**src/rtl/pipeline_ctrl.sv**
```systemverilog
// Hazard and stall controller for a 5-stage pipeline: operand forwarding, load-use
// interlock, branch flush, data-memory wait/timeout FSM and saturating perf counters.
module pipeline_ctrl #(
  parameter int unsigned TIMEOUT = 16,
  parameter int unsigned CNT_W   = 32
) (
  input  logic             clk,
  input  logic             reset,
  input  logic [4:0]       Rs1D,
  input  logic [4:0]       Rs2D,
  input  logic [4:0]       Rs1E,
  input  logic [4:0]       Rs2E,
  input  logic [4:0]       RdE,
  input  logic [4:0]       RdM,
  input  logic [4:0]       RdW,
  input  logic             RegWriteM,
  input  logic             RegWriteW,
  input  logic [1:0]       ResultSrcE,
  input  logic             PCSrcE,
  input  logic             MemReqM,
  input  logic             MemAckM,
  input  logic             perf_clr,
  output logic [1:0]       ForwardAE,
  output logic [1:0]       ForwardBE,
  output logic             StallF,
  output logic             StallD,
  output logic             StallE,
  output logic             StallM,
  output logic             FlushD,
  output logic             FlushE,
  output logic             FlushW,
  output logic             mem_err,
  output logic [1:0]       state,
  output logic [CNT_W-1:0] cyc_cnt,
  output logic [CNT_W-1:0] stall_cnt,
  output logic [CNT_W-1:0] flush_cnt
);

  typedef enum logic [1:0] {
    ST_RUN     = 2'b00,
    ST_MEMWAIT = 2'b01,
    ST_ERR     = 2'b10
  } state_t;

  localparam logic [7:0] WAIT_LAST = 8'(TIMEOUT - 1);

  state_t           state_r;
  logic [7:0]       wait_cnt_r;
  logic             mem_err_r;
  logic [CNT_W-1:0] cyc_cnt_r;
  logic [CNT_W-1:0] stall_cnt_r;
  logic [CNT_W-1:0] flush_cnt_r;
  logic             lw_stall_s;
  logic             freeze_s;

  function automatic logic [1:0] fwd_sel(input logic [4:0] rs, input logic [4:0] rd_m,
                                         input logic we_m, input logic [4:0] rd_w,
                                         input logic we_w);
    if (we_m && (rd_m != 5'd0) && (rd_m == rs)) begin
      fwd_sel = 2'b10;
    end else if (we_w && (rd_w != 5'd0) && (rd_w == rs)) begin
      fwd_sel = 2'b01;
    end else begin
      fwd_sel = 2'b00;
    end
  endfunction

  function automatic logic [CNT_W-1:0] sat_inc(input logic [CNT_W-1:0] v);
    if (&v) begin
      sat_inc = v;
    end else begin
      sat_inc = v + {{(CNT_W-1){1'b0}}, 1'b1};
    end
  endfunction

  // Forwarding selects and hazard detection terms
  always_comb begin
    ForwardAE  = fwd_sel(Rs1E, RdM, RegWriteM, RdW, RegWriteW);
    ForwardBE  = fwd_sel(Rs2E, RdM, RegWriteM, RdW, RegWriteW);
    lw_stall_s = (ResultSrcE == 2'b01) && (RdE != 5'd0) && ((RdE == Rs1D) || (RdE == Rs2D));
    freeze_s   = ((state_r == ST_RUN) && MemReqM && !MemAckM) ||
                 ((state_r == ST_MEMWAIT) && !MemAckM) ||
                 (state_r == ST_ERR);
  end

  // Stall/flush steering; a pending branch flush waits until the memory freeze lifts
  always_comb begin
    StallF = 1'b0;
    StallD = 1'b0;
    StallE = 1'b0;
    StallM = 1'b0;
    FlushD = 1'b0;
    FlushE = 1'b0;
    FlushW = 1'b0;
    if (freeze_s) begin
      StallF = 1'b1;
      StallD = 1'b1;
      StallE = 1'b1;
      StallM = 1'b1;
      FlushW = 1'b1;
    end else begin
      StallF = lw_stall_s;
      StallD = lw_stall_s;
      FlushD = PCSrcE;
      FlushE = lw_stall_s || PCSrcE;
    end
  end

  // Data-memory wait FSM with timeout into an absorbing error state
  always_ff @(posedge clk or negedge reset) begin
    if (!reset) begin
      state_r    <= ST_RUN;
      wait_cnt_r <= 8'd0;
      mem_err_r  <= 1'b0;
    end else begin
      case (state_r)
        ST_RUN: begin
          wait_cnt_r <= 8'd0;
          if (MemReqM && !MemAckM) begin
            state_r <= ST_MEMWAIT;
          end else begin
            state_r <= ST_RUN;
          end
        end
        ST_MEMWAIT: begin
          if (MemAckM) begin
            state_r    <= ST_RUN;
            wait_cnt_r <= 8'd0;
          end else if (wait_cnt_r == WAIT_LAST) begin
            state_r   <= ST_ERR;
            mem_err_r <= 1'b1;
          end else begin
            wait_cnt_r <= wait_cnt_r + 8'd1;
          end
        end
        ST_ERR: begin
          state_r   <= ST_ERR;
          mem_err_r <= 1'b1;
        end
        default: begin
          // Unreachable encoding: fail safe into the error state
          state_r   <= ST_ERR;
          mem_err_r <= 1'b1;
        end
      endcase
    end
  end

  // Saturating performance counters with synchronous clear
  always_ff @(posedge clk or negedge reset) begin
    if (!reset) begin
      cyc_cnt_r   <= {CNT_W{1'b0}};
      stall_cnt_r <= {CNT_W{1'b0}};
      flush_cnt_r <= {CNT_W{1'b0}};
    end else if (perf_clr) begin
      cyc_cnt_r   <= {CNT_W{1'b0}};
      stall_cnt_r <= {CNT_W{1'b0}};
      flush_cnt_r <= {CNT_W{1'b0}};
    end else begin
      cyc_cnt_r <= sat_inc(cyc_cnt_r);
      if (StallF) begin
        stall_cnt_r <= sat_inc(stall_cnt_r);
      end else begin
        stall_cnt_r <= stall_cnt_r;
      end
      if (FlushD) begin
        flush_cnt_r <= sat_inc(flush_cnt_r);
      end else begin
        flush_cnt_r <= flush_cnt_r;
      end
    end
  end

  assign state     = state_r;
  assign mem_err   = mem_err_r;
  assign cyc_cnt   = cyc_cnt_r;
  assign stall_cnt = stall_cnt_r;
  assign flush_cnt = flush_cnt_r;

endmodule

```
**config.mk**
```make
export PLATFORM = sky130hd
export DESIGN_NAME = pipeline_ctrl
export DESIGN_NICKNAME = d
export VERILOG_FILES = /design/src/rtl/pipeline_ctrl.sv
export SDC_FILE = /design/constraint.sdc
export NUM_CORES = 1
export LEC_CHECK = 0
export BUFFER_PORTS_ARGS = -buffer_cell sky130_fd_sc_hd__buf_2
export CAP_MARGIN = 20
export CORE_ASPECT_RATIO = 0.6
export CORE_UTILIZATION = 35
export CTS_CLUSTER_DIAMETER = 200
export DETAILED_ROUTE_END_ITERATION = 10
export PLACE_DENSITY = 0.6
export SLEW_MARGIN = 15
export SYNTH_ARGS = -nofsm -noshare
export SYNTH_HDL_FRONTEND = slang
export SYNTH_SLANG_ARGS = --single-unit
```
**constraint.sdc**
```tcl
create_clock -name clk -period 3.29 [get_ports clk]
set_clock_uncertainty 0.15 [all_clocks]
set_input_delay 0.4935 -clock clk [delete_from_list [all_inputs] [get_ports clk]]
set_output_delay 0.4935 -clock clk [all_outputs]
set_load 0.02 [all_outputs]
```
**After elaboration in Yosys (flattened, before gate mapping)**

Index checks and enable logic that the tools add are counted.

- Word-level logic and storage cells: 85
- Bits of input ports: 45
- Bits in registers: 107
- Output and inout port bits: 110

- Eq/ne operators: 17
- Bitwise logic cells: 1
- Reductions and logical operators: 31
- Add/subtract/negate cells: 4
- Muxes and demuxes: 26

Operator list:

| operator | number |
|---|---|
| 2-to-1 mux 32 bit | 8 |
| adder 32 x 1 -> 32 bit (second input constant) | 3 |
| AND reduction 32 bit | 3 |
| == test 5 bit | 6 |
| 2-to-1 mux 8 bit | 2 |
| case mux 8 bit (2 select lines) | 1 |
| nonzero test 5 bit | 3 |
| logical AND 1 bit | 12 |
| 2-to-1 mux 1 bit | 9 |
| adder 8 x 1 -> 8 bit (second input constant) | 1 |
| == test 8 x 4 -> 1 bit (second input constant) | 1 |
| 2-to-1 mux 2 bit | 4 |
| inequality test 2 bit (second input constant) | 4 |
| AND reduction 2 bit | 3 |
| nonzero test 2 bit | 3 |
| == test 2 x 1 -> 1 bit (second input constant) | 2 |
| logical OR 1 bit | 4 |
| case mux 2 bit (2 select lines) | 1 |
| inequality test 3 x 2 -> 1 bit (second input constant) | 1 |
| inequality test 3 bit (second input constant) | 1 |
| AND reduction 3 bit | 1 |
| == test 2 bit (second input constant) | 1 |
| logical NOT 2 bit | 1 |
| inequality test 2 x 1 -> 1 bit (second input constant) | 1 |
| other kinds (3) | 3 |

**Logic depth before layout (Yosys ltp)**

Gate-level depths: netlist of run 1.

- Word-level depth: 8
- Depth in mapped cells: 10
- Gate-level depth less buffers: 7

**Worst setup path after synthesis of run 1**

OpenSTA, ideal clock, no wires.

- Kind: input-to-output
- Start: in RdE[1]
- End: out StallF
- Setup slack: 520 ps
- Cell stages on the path: 8
- Arrival time: 2126 ps
- Data required time: 2646 ps
- Buffers on the path: 3
- Cells stage by stage: or4_1 o21ai_1 inv_1 a21oi_1 buf_2 buf_2 inv_1 buf_4

- Cells in the longest elaborated chain, start to end: 4
- Elaborated cells between the ends (all ways): 7
- Classes of those cells: eq/ne (2); mux (1); reduce/logical (4)

RTL lines:

| what | line | source |
|---|---|---|
| start: declaration | 13 | `input logic [4:0] RdE,` |
| == test 5 bit or nonzero test 5 bit (tied branches) | 80 | `lw_stall_s = (ResultSrcE == 2'b01) && (RdE != 5'd0) && ((RdE == Rs1D) \|\| (RdE == Rs2D));` |
| logical OR 1 bit or logical AND 1 bit (tied branches) | 80 |  |
| logical AND 1 bit * | 80 |  |
| 2-to-1 mux 1 bit * | - |  |
| end: declaration | 25 | `output logic StallF,` |

Every way passes the cells marked *; elsewhere a longest branch is shown, timed or not.

**Final worst setup path of run 1**

- Start: in RdE[1]
- End: out StallD

- Cells in the longest elaborated chain, start to end: 4
- Elaborated cells between the ends (all ways): 7
- Classes of those cells: eq/ne (2); mux (1); reduce/logical (4)

RTL lines:

| what | line | source |
|---|---|---|
| == test 5 bit or nonzero test 5 bit (tied branches) | 80 |  |
| logical OR 1 bit or logical AND 1 bit (tied branches) | 80 |  |
| logical AND 1 bit * | 80 |  |
| 2-to-1 mux 1 bit * | 95 | `if (freeze_s) begin` |
| end: declaration | 26 | `output logic StallD,` |

Marked as above.

==> impl_metrics.yaml, run 1 <==
critical_path:
  endpoint_kind: "primary output"
  worstPathRequired_ns: 2.65
  startpoint: "RdE[1]"
  rrSetupSlack_ns: 0.55
  crit_type: "in2out"
  cp_max_fo: 12
  r2r_start: "stall_cnt[0]$_DFFE_PN0P_"
  start_kind: "input port"
  worstPathArrival_ns: 2.34
detailed_routing:
  drt_pass1_iterations: 6
  avgRoutedWirePerCell_um: 14.98
  wirelength_um: 16070
  postRouteAntennaNets: 0
  drc: 0
  routed-via-count: 5553
  first_iter_violations: 359
  routed_via_density: 5.175
floorplanning:
  die-area_um2: 18530
  fp.dieH_um: 105.8
  core-area_um2: 17360
  pin_count: 155
  rows: 37
  initial_core_util_pct: 36.23
  fp.dieW_um: 175.1
finish:
  drive_gt1_share_pct: 23.84
  fin_util_pct: 43.83
  fin_nets: 883
  final_common_cell: "buf_2"
  area_delta_synth_final_pct: 20.97
  antennaDiodeCount: 0
  layout_common_cells: "buf_2, dfrtp_1, nor2_1"
synth:
  ys_types: 56
  ys_seq_area_share_pct: 42.57
  synth.cell_area_um2: 6290
  synth-async-reset-ratio_pct: 100.0
  synthFlopType: "dfrtp_1"
  synth_nets: 735
  synth_warnings: 0
  syn_area_per_cell_um2: 9.169
  ys_ff_latch: 107
  netlist_instances: 686
  synth-edff-count: 0
global_routing:
  grt_max_degree: 90
  grt_util_all_layers_pct: 17.47
  first_global_vias: 5070
  grt_overflow: 0
  antenna_found_initial: 0
  grt_pass1_wl_um: 26340
job:
  maxCapViolations: 0
placement:
  io_buffers: 154
  gp_congestion: 0.8535
  dp_hpwl_um: 11620
sta:
  fmax_mhz: 335.7
  holdWs_ns: 0.07381
  min_period_ns: 2.979
  timing.final.crit_share_pct: 90.56
  finalMaxSlewViolations: 0
  setup_violations: 0
  tightestPinTransition_ns: 0.9956
  grt_setup_unrepaired: "false"
  setup_tns_ns: 0
  hold_viol: 0
  relSlewSlack_pct: 33.63
pwr:
  p_leak_nw: 3.418
  irDropWorstVdd_mv: 0.2559
  cellInternalPower_mw: 1.987
  power_frac_seq_pct: 50.5
  p_comb_share_pct: 6.3
  clockPowerShare_pct: 43.2
  p_total_mw: 2.633
  power_density_nw_per_um2: 346.1
  p_sw_share_pct: 24.56
  p_sw_mw: 0.6469
outcome:
  outcome: "complete, no violations"
clock_tree:
  clk_pin_slew_worst_paths_ns: 0.08
  post_cts_buffers: 0
  cts_buffers: 9
  clockRootBuffer: "clkbuf_16"
  cts_sinks: 107
  cts_tree: "done"
  post_cts_resized: 0
  postCtsHoldBufs: 0
  insertion_delay_ns: 0.35
  htree_levels: 3
  clockBufferDepth: 2
hold_path:
  min_path_type: "in2async"
-- layer usage --
layer / up-vias / GRT usage, % / share of wire, %
met5: - / 0 / 0
met4: 0 / 2.050 / 0.39
met3: 8 / 3.608 / 4.7
met2: 133 / 24.46 / 40
met1: 2638 / 27.66 / 55
li1: 2774 / - / -
-- cells by family after synthesis --
kind of cell | Yosys count | synth area share [%]
buffers and inverters | 41 | 3.163
xor gates and xnor gates | 90 | 12.53
adders and majority gates | 4 | 0.7957
muxes | 8 | 1.492
and+or+nand+nor | 354 | 30.77
DFF | 107 | 42.57
AOI/OAI and AO/OA | 82 | 8.673
-- cells in the mapped netlist (2+ instances only) --
| library cell | number | area share, % |
|---|---|---|
| a21oi_1 | 33 | 2.6 |
| a31oi_1 | 2 | 0.20 |
| and2_1 | 2 | 0.20 |
| and3_1 | 15 | 1.5 |
| and4_1 | 13 | 1.8 |
| buf_2 | 5 | 0.40 |
| buf_4 | 4 | 0.48 |
| buf_6 | 3 | 0.54 |
| clkbuf_1 | 13 | 0.78 |
| dfrtp_1 | 107 | 43 |
| ha_1 | 4 | 0.80 |
| inv_1 | 15 | 0.90 |
| mux2_1 | 2 | 0.36 |
| mux2_4 | 2 | 0.48 |
| mux2i_1 | 3 | 0.48 |
| nand2_1 | 54 | 3.2 |
| nand2b_1 | 4 | 0.40 |
| nand3_1 | 39 | 3.1 |
| nand3b_1 | 4 | 0.48 |
| nand4_1 | 34 | 3.4 |
| nand4_2 | 2 | 0.40 |
| nor2_1 | 91 | 5.4 |
| nor2b_1 | 7 | 0.70 |
| nor3_1 | 24 | 1.9 |
| nor3_2 | 3 | 0.48 |
| nor3b_1 | 4 | 0.48 |
| nor4_1 | 8 | 0.80 |
| nor4_4 | 2 | 0.68 |
| nor4b_1 | 2 | 0.28 |
| o21ai_0 | 13 | 1.0 |
| o21ai_1 | 4 | 0.32 |
| o31a_1 | 2 | 0.28 |
| o31ai_1 | 17 | 2.0 |
| or3_1 | 14 | 1.4 |
| or4_1 | 26 | 3.1 |
| xnor2_1 | 41 | 5.7 |
| xor2_1 | 49 | 6.8 |
-- path summary, 6_finish.rpt --
path | end | depth (start not counted)
setup / recovery | StallD | 7
hold reg to reg | mem_err$_DFFE_PN0P_ | 1
min in group clk | state[0]$_DFFE_PN0P_ | 2
hold / removal | stall_cnt[25]$_DFFE_PN0P_ | 1
max in group asynchronous | cyc_cnt[14]$_DFFE_PN0P_ | 2
setup reg to reg | stall_cnt[30]$_DFFE_PN0P_ | 7
-- layout make-up --
class | instances | area [µm²]
sequential | 107 | 2678
fill | 1733 | 9752
tap | 234 | 292.8
inverter | 16 | 61.31
clock buffer | 9 | 225.2
timing repair buffer | 162 | 848.3
clock inverter | 7 | 86.33
multi-input combinational | 538 | 3417
-- state kept, by name, indices dropped and copies added, names as in the netlist --
| register | cells |
|---|---|
| mem_err | 1 |
| wait_cnt_r | 8 |
| cyc_cnt | 32 |
| state | 2 |
| flush_cnt | 32 |
| stall_cnt | 32 |
-- stage by stage --
stage | worst slack [ns] | cells | area (µm²)
2_1_floorplan | 0.5204 | 686 | 6290
3_3_place_gp | 0.3560 | 1057 | 7297
3_5_place_dp | 0.3270 | 1057 | 7297
4_1_cts | 0.3206 | 1073 | 7609
5_1_grt | 0.2051 | 1073 | 7609
6_report | 0.3107 | 1073 | 7609
-- power groups by stage --
stage / Clock, mW / Sequential, mW / Combinational (mW)
4_1_cts: 1.18 / 1.33 / 0.169
2_1_floorplan: 0 / 1.36 / 0.0703
6_report: 1.14 / 1.33 / 0.166
3_3_place_gp: 0 / 1.35 / 0.168
5_1_grt: 1.23 / 1.33 / 0.186
3_5_place_dp: 0 / 1.35 / 0.169
-- critical path, stage by stage --
cell,delay (ns)
buf_2,0.12
or4_1,0.52
o21ai_1,0.23
inv_1,0.11
a21oi_2,0.49
inv_1,0.17
buf_2,0.20
No activity file was read; power rests on OpenSTA's default activity.
==> run 2, diff against run 1 <==
Settings changed: CORE_MARGIN set to 8, GPL_TIMING_DRIVEN set to 0.
==> impl_metrics.yaml, run 2 (synthesized netlist as in run 1, its figures left out) <==
critical_path:
  critPathMaxStageDelay_ns: 0.57
  worstPathRequired_ns: 2.65
  worstPathArrival_ns: 2.46
  r2r_start: "stall_cnt[0]$_DFFE_PN0P_"
  path_buf_inv: 7
  ff2ff_path_depth: 7
  start_kind: "input port"
  cp_slowest_cell: "or4_1"
  cp_max_fo: 10
  path_delay_family: "buffers and inverters"
  startpoint: "RdE[1]"
  endpoint_kind: "primary output"
  r2r-end: "stall_cnt[5]$_DFFE_PN0P_"
  rrSetupSlack_ns: 0.58
  crit_type: "in2out"
  path_depth: 10
  path_cells: "buf_2, or4_1, o21ai_4, inv_1, a21oi_2, buf_4, clkbuf_4, inv_1, buf_4, buf_2"
  crit_end: "StallF"
placement:
  gp_congestion: 0.8119
  dp_hpwl_um: 13700
  dp.cells: 1081
  io_buffers: 154
  place_ws_ns: -0.06528
sta:
  hold_viol: 0
  finalMaxSlewViolations: 0
  min_period_ns: 3.106
  tightestPinTransition_ns: 0.8770
  setup_tns_ns: 0
  timing.final.crit_share_pct: 94.40
  grt_setup_unrepaired: "false"
  relSlewSlack_pct: 41.00
  fmax_mhz: 322.0
  setup_violations: 0
  finalWorstSetupSlack_ns: 0.1841
pwr:
  cellInternalPower_mw: 2.061
  p_sw_share_pct: 23.57
  p_total_mw: 2.696
  power_frac_seq_pct: 49.3
  p_comb_share_pct: 6.6
  power_density_nw_per_um2: 347.9
  p_sw_mw: 0.6353
  irDropWorstVdd_mv: 0.2594
  clockPowerShare_pct: 44.1
  p_leak_nw: 3.469
clock_tree:
  post_cts_buffers: 0
  cts_sinks: 107
  clk_pin_slew_worst_paths_ns: 0.07
  cts_buffers: 9
  clockBufferDepth: 2
  htree_levels: 3
  clockRootBuffer: "clkbuf_16"
  cts_tree: "done"
  insertion_delay_ns: 0.35
detailed_routing:
  routed-via-count: 5694
  postRouteAntennaNets: 0
  first_iter_violations: 382
  wirelength_um: 18040
  routed_via_density: 5.186
  drc: 0
  drt_pass1_iterations: 5
  avgRoutedWirePerCell_um: 16.43
floorplanning:
  core-area_um2: 17830
  pin_count: 155
  fp.dieW_um: 189.1
  rows: 38
  die-area_um2: 22660
  initial_core_util_pct: 35.28
  fp.dieH_um: 119.8
global_routing:
  first_global_vias: 5355
  grt_util_all_layers_pct: 15.86
  grt_overflow: 0
  grt_pass1_wl_um: 29520
  antenna_found_initial: 0
  grt_max_degree: 58
finish:
  area_delta_synth_final_pct: 23.19
  stdcell_count: 1098
  fin_util_pct: 43.46
  drive_gt1_share_pct: 24.01
  layout_common_cells: "buf_2, dfrtp_1, nor2_1"
  final_common_cell: "buf_2"
  antennaDiodeCount: 0
  fin_nets: 902
job:
  maxCapViolations: 0
hold_path:
  min_from: "MemAckM"
  min_path_cells: 2
  min_path_type: "in2reg"
outcome:
  outcome: "complete, no violations"
==> run 2: power groups by stage <==
stage	Sequential, mW	Clock (mW)	Combinational, mW
after floorplan	1.36	0	0.0703
after global placement	1.36	0	0.173
after detailed placement	1.35	0	0.179
after CTS	1.33	1.23	0.181
after global routing	1.33	1.29	0.199
final	1.33	1.19	0.177
==> run 2: worst min-delay path by stage <==
stage	end
3_5_place_dp	mem_err$_DFFE_PN0P_
5_1_grt	state[0]$_DFFE_PN0P_
3_3_place_gp	mem_err$_DFFE_PN0P_
6_report	state[0]$_DFFE_PN0P_
2_1_floorplan	cyc_cnt[0]$_DFFE_PN0P_
4_1_cts	state[0]$_DFFE_PN0P_
==> run 2: what timing repair did <==
| action | CTS | global route |
|---|---|---|
| pin swaps | 0 | 0 |
| setup endpoints to repair | 1 | 2 |
| gates resized for setup | 1 | 5 |
| endpoints found under the hold margin | 7 | 0 |
| hold buffers | 1 | 0 |
==> run 2: stage by stage <==
step | instance area [µm²] | hold slack, ns
finish | 7749 | 0.2275
detailed placement | 7395 | 0.3358
CTS | 7732 | 0.2147
global route | 7749 | 0.2363
floorplan | 6290 | 0.04791
global placement | 7361 | 0.3095
==> run 2: layout make-up <==
class | count | area, µm²
well taps | 240 | 300.3
plain buffers | 25 | 142.6
repair buffers | 156 | 814.5
inverters | 16 | 61.31
multi-input cells | 538 | 3428
fillers | 1754 | 10080
flip-flops and latches | 107 | 2678
clock buffers | 9 | 225.2
clock inverters | 7 | 98.84
==> run 2: per-layer routing <==
layer  global-route usage [%]  wire (µm)  vias to the layer above
met1                    24.64       9631                     2706
met5                        0          0                        -
met4                    3.356        141                        0
met3                    4.229       1194                       11
li1                         -          -                     2814
met2                    21.20       7068                      163
==> run 3, diff against run 2 <==
Settings changed: CORE_ASPECT_RATIO 0.6 to 1.75, SETUP_SLACK_MARGIN set to 0.05.
==> impl_metrics.yaml, run 3 (synthesized netlist as in run 1, its figures left out) <==
outcome:
  outcome: "complete, no violations"
critical_path:
  rrSetupSlack_ns: 0.55
  ff2ff_path_depth: 7
  worstPathRequired_ns: 2.65
  endpoint_kind: "primary output"
  cp_max_fo: 10
  start_kind: "input port"
  crit_type: "in2out"
  r2r-end: "stall_cnt[30]$_DFFE_PN0P_"
  worstPathArrival_ns: 2.46
  r2r_start: "stall_cnt[0]$_DFFE_PN0P_"
pwr:
  p_total_mw: 2.551
  power_density_nw_per_um2: 331.9
  p_leak_nw: 3.448
  p_sw_mw: 0.6454
  irDropWorstVdd_mv: 0.2087
  p_comb_share_pct: 6.8
  cellInternalPower_mw: 1.906
  clockPowerShare_pct: 41.1
  power_frac_seq_pct: 52.1
  p_sw_share_pct: 25.30
floorplanning:
  core-area_um2: 17810
  fp.dieW_um: 117.3
  rows: 65
  initial_core_util_pct: 35.31
  die-area_um2: 22690
  fp.dieH_um: 193.3
  pin_count: 155
detailed_routing:
  drt_pass1_iterations: 4
  routed-via-count: 5757
  wirelength_um: 18400
  first_iter_violations: 183
  postRouteAntennaNets: 0
  routed_via_density: 5.272
  drc: 0
  avgRoutedWirePerCell_um: 16.85
placement:
  dp_hpwl_um: 13810
  gp_congestion: 0.8199
  io_buffers: 154
  place_ws_ns: -0.04131
  dpl_cell_area_um2: 7387
  dp.cells: 1075
sta:
  finalMaxSlewViolations: 0
  setup_violations: 0
  timing.final.crit_share_pct: 94.33
  grt_setup_unrepaired: "false"
  holdWs_ns: 0.2120
  finalWorstSetupSlack_ns: 0.1865
  tightestPinTransition_ns: 0.9131
  fmax_mhz: 322.2
  setup_tns_ns: 0
  hold_viol: 0
  min_period_ns: 3.103
  relSlewSlack_pct: 38.56
global_routing:
  antenna_found_initial: 0
  grt_util_all_layers_pct: 16.20
  first_global_vias: 5959
  gr-usage-met2_pct: 29.26
  grt_pass1_wl_um: 30570
  grt_overflow: 0
  grt_use_met3_pct: 3.819
  met1_usage_pct: 17.87
  busiest_layer: "met2"
  grt_max_degree: 76
hold_path:
  whs_endpoint: "state[0]$_DFFE_PN0P_"
  min_from: "MemAckM"
  min_path_cells: 2
  min_path_type: "in2reg"
finish:
  final_area_um2: 7685
  drive_gt1_share_pct: 24.01
  area_delta_synth_final_pct: 22.18
  antennaDiodeCount: 0
  final_common_cell: "buf_2"
  layout_common_cells: "buf_2, dfrtp_1, nor2_1"
  stdcell_count: 1092
  fin_nets: 902
  fin_util_pct: 43.15
clock_tree:
  clockRootBuffer: "clkbuf_16"
  htree_levels: 3
  cts_tree: "done"
  cts_buffers: 9
  insertion_delay_ns: 0.35
  post_cts_buffers: 0
  clockBufferDepth: 2
  cts_sinks: 107
  clk_pin_slew_worst_paths_ns: 0.07
job:
  maxCapViolations: 0
==> run 3: cell types whose count changed in the layout (fill, tap and decap cells not counted), sizes merged <==
| cell | delta |
|---|---|
| clkinv | +3 |
| bufinv | -2 |
| buf | +1 |
| clkbuf | -1 |
| inv | -1 |
==> run 3: power by group through the flow <==
stage	clock, mW	sequential [mW]	combinational (mW)
floorplan	0	1.36	0.0703
global placement	0	1.35	0.173
detailed placement	0	1.35	0.179
CTS	1.09	1.33	0.180
global route	1.14	1.33	0.196
finish	1.05	1.33	0.175
==> run 3: critical path: stages <==
cell and delay (ns):
buf_2 0.12, or4_1 0.54, o21ai_2 0.17, inv_1 0.10, a21oi_2 0.20, buf_2 0.24
buf_4 0.21, inv_1 0.09, buf_4 0.13, buf_2 0.15
==> run 3: timing repair <==
item | in CTS | in global routing
resized for setup | 2 | 1
hold buffers | 1 | 0
hold endpoints to repair | 32 | 0
endpoints found under the setup margin | 1 | 1
==> run 3: how the worst max path moves through the flow <==
stage | start | to
2_1_floorplan | RdE[1] | StallF
6_report | RdE[1] | StallF
5_1_grt | state[1]$_DFFE_PN0P_ | StallF
4_1_cts | RdE[1] | StallF
3_5_place_dp | RdE[1] | StallF
3_3_place_gp | RdE[1] | StallF
==> run 3: layout make-up <==
class	count	area [µm²]
fillers	1813	10130
multi-input cells	538	3421
flip-flops and latches	107	2678
repair buffers	156	814.5
well taps	234	292.8
clock buffers	9	225.2
plain buffers	25	140.1
inverters	16	61.31
clock inverters	7	52.55
==> run 3: layer usage <==
layer	vias up	part of all wire [%]
met4	0	2.4
met2	131	53
met5	-	0
met1	2796	40
met3	25	4.8
li1	2805	-
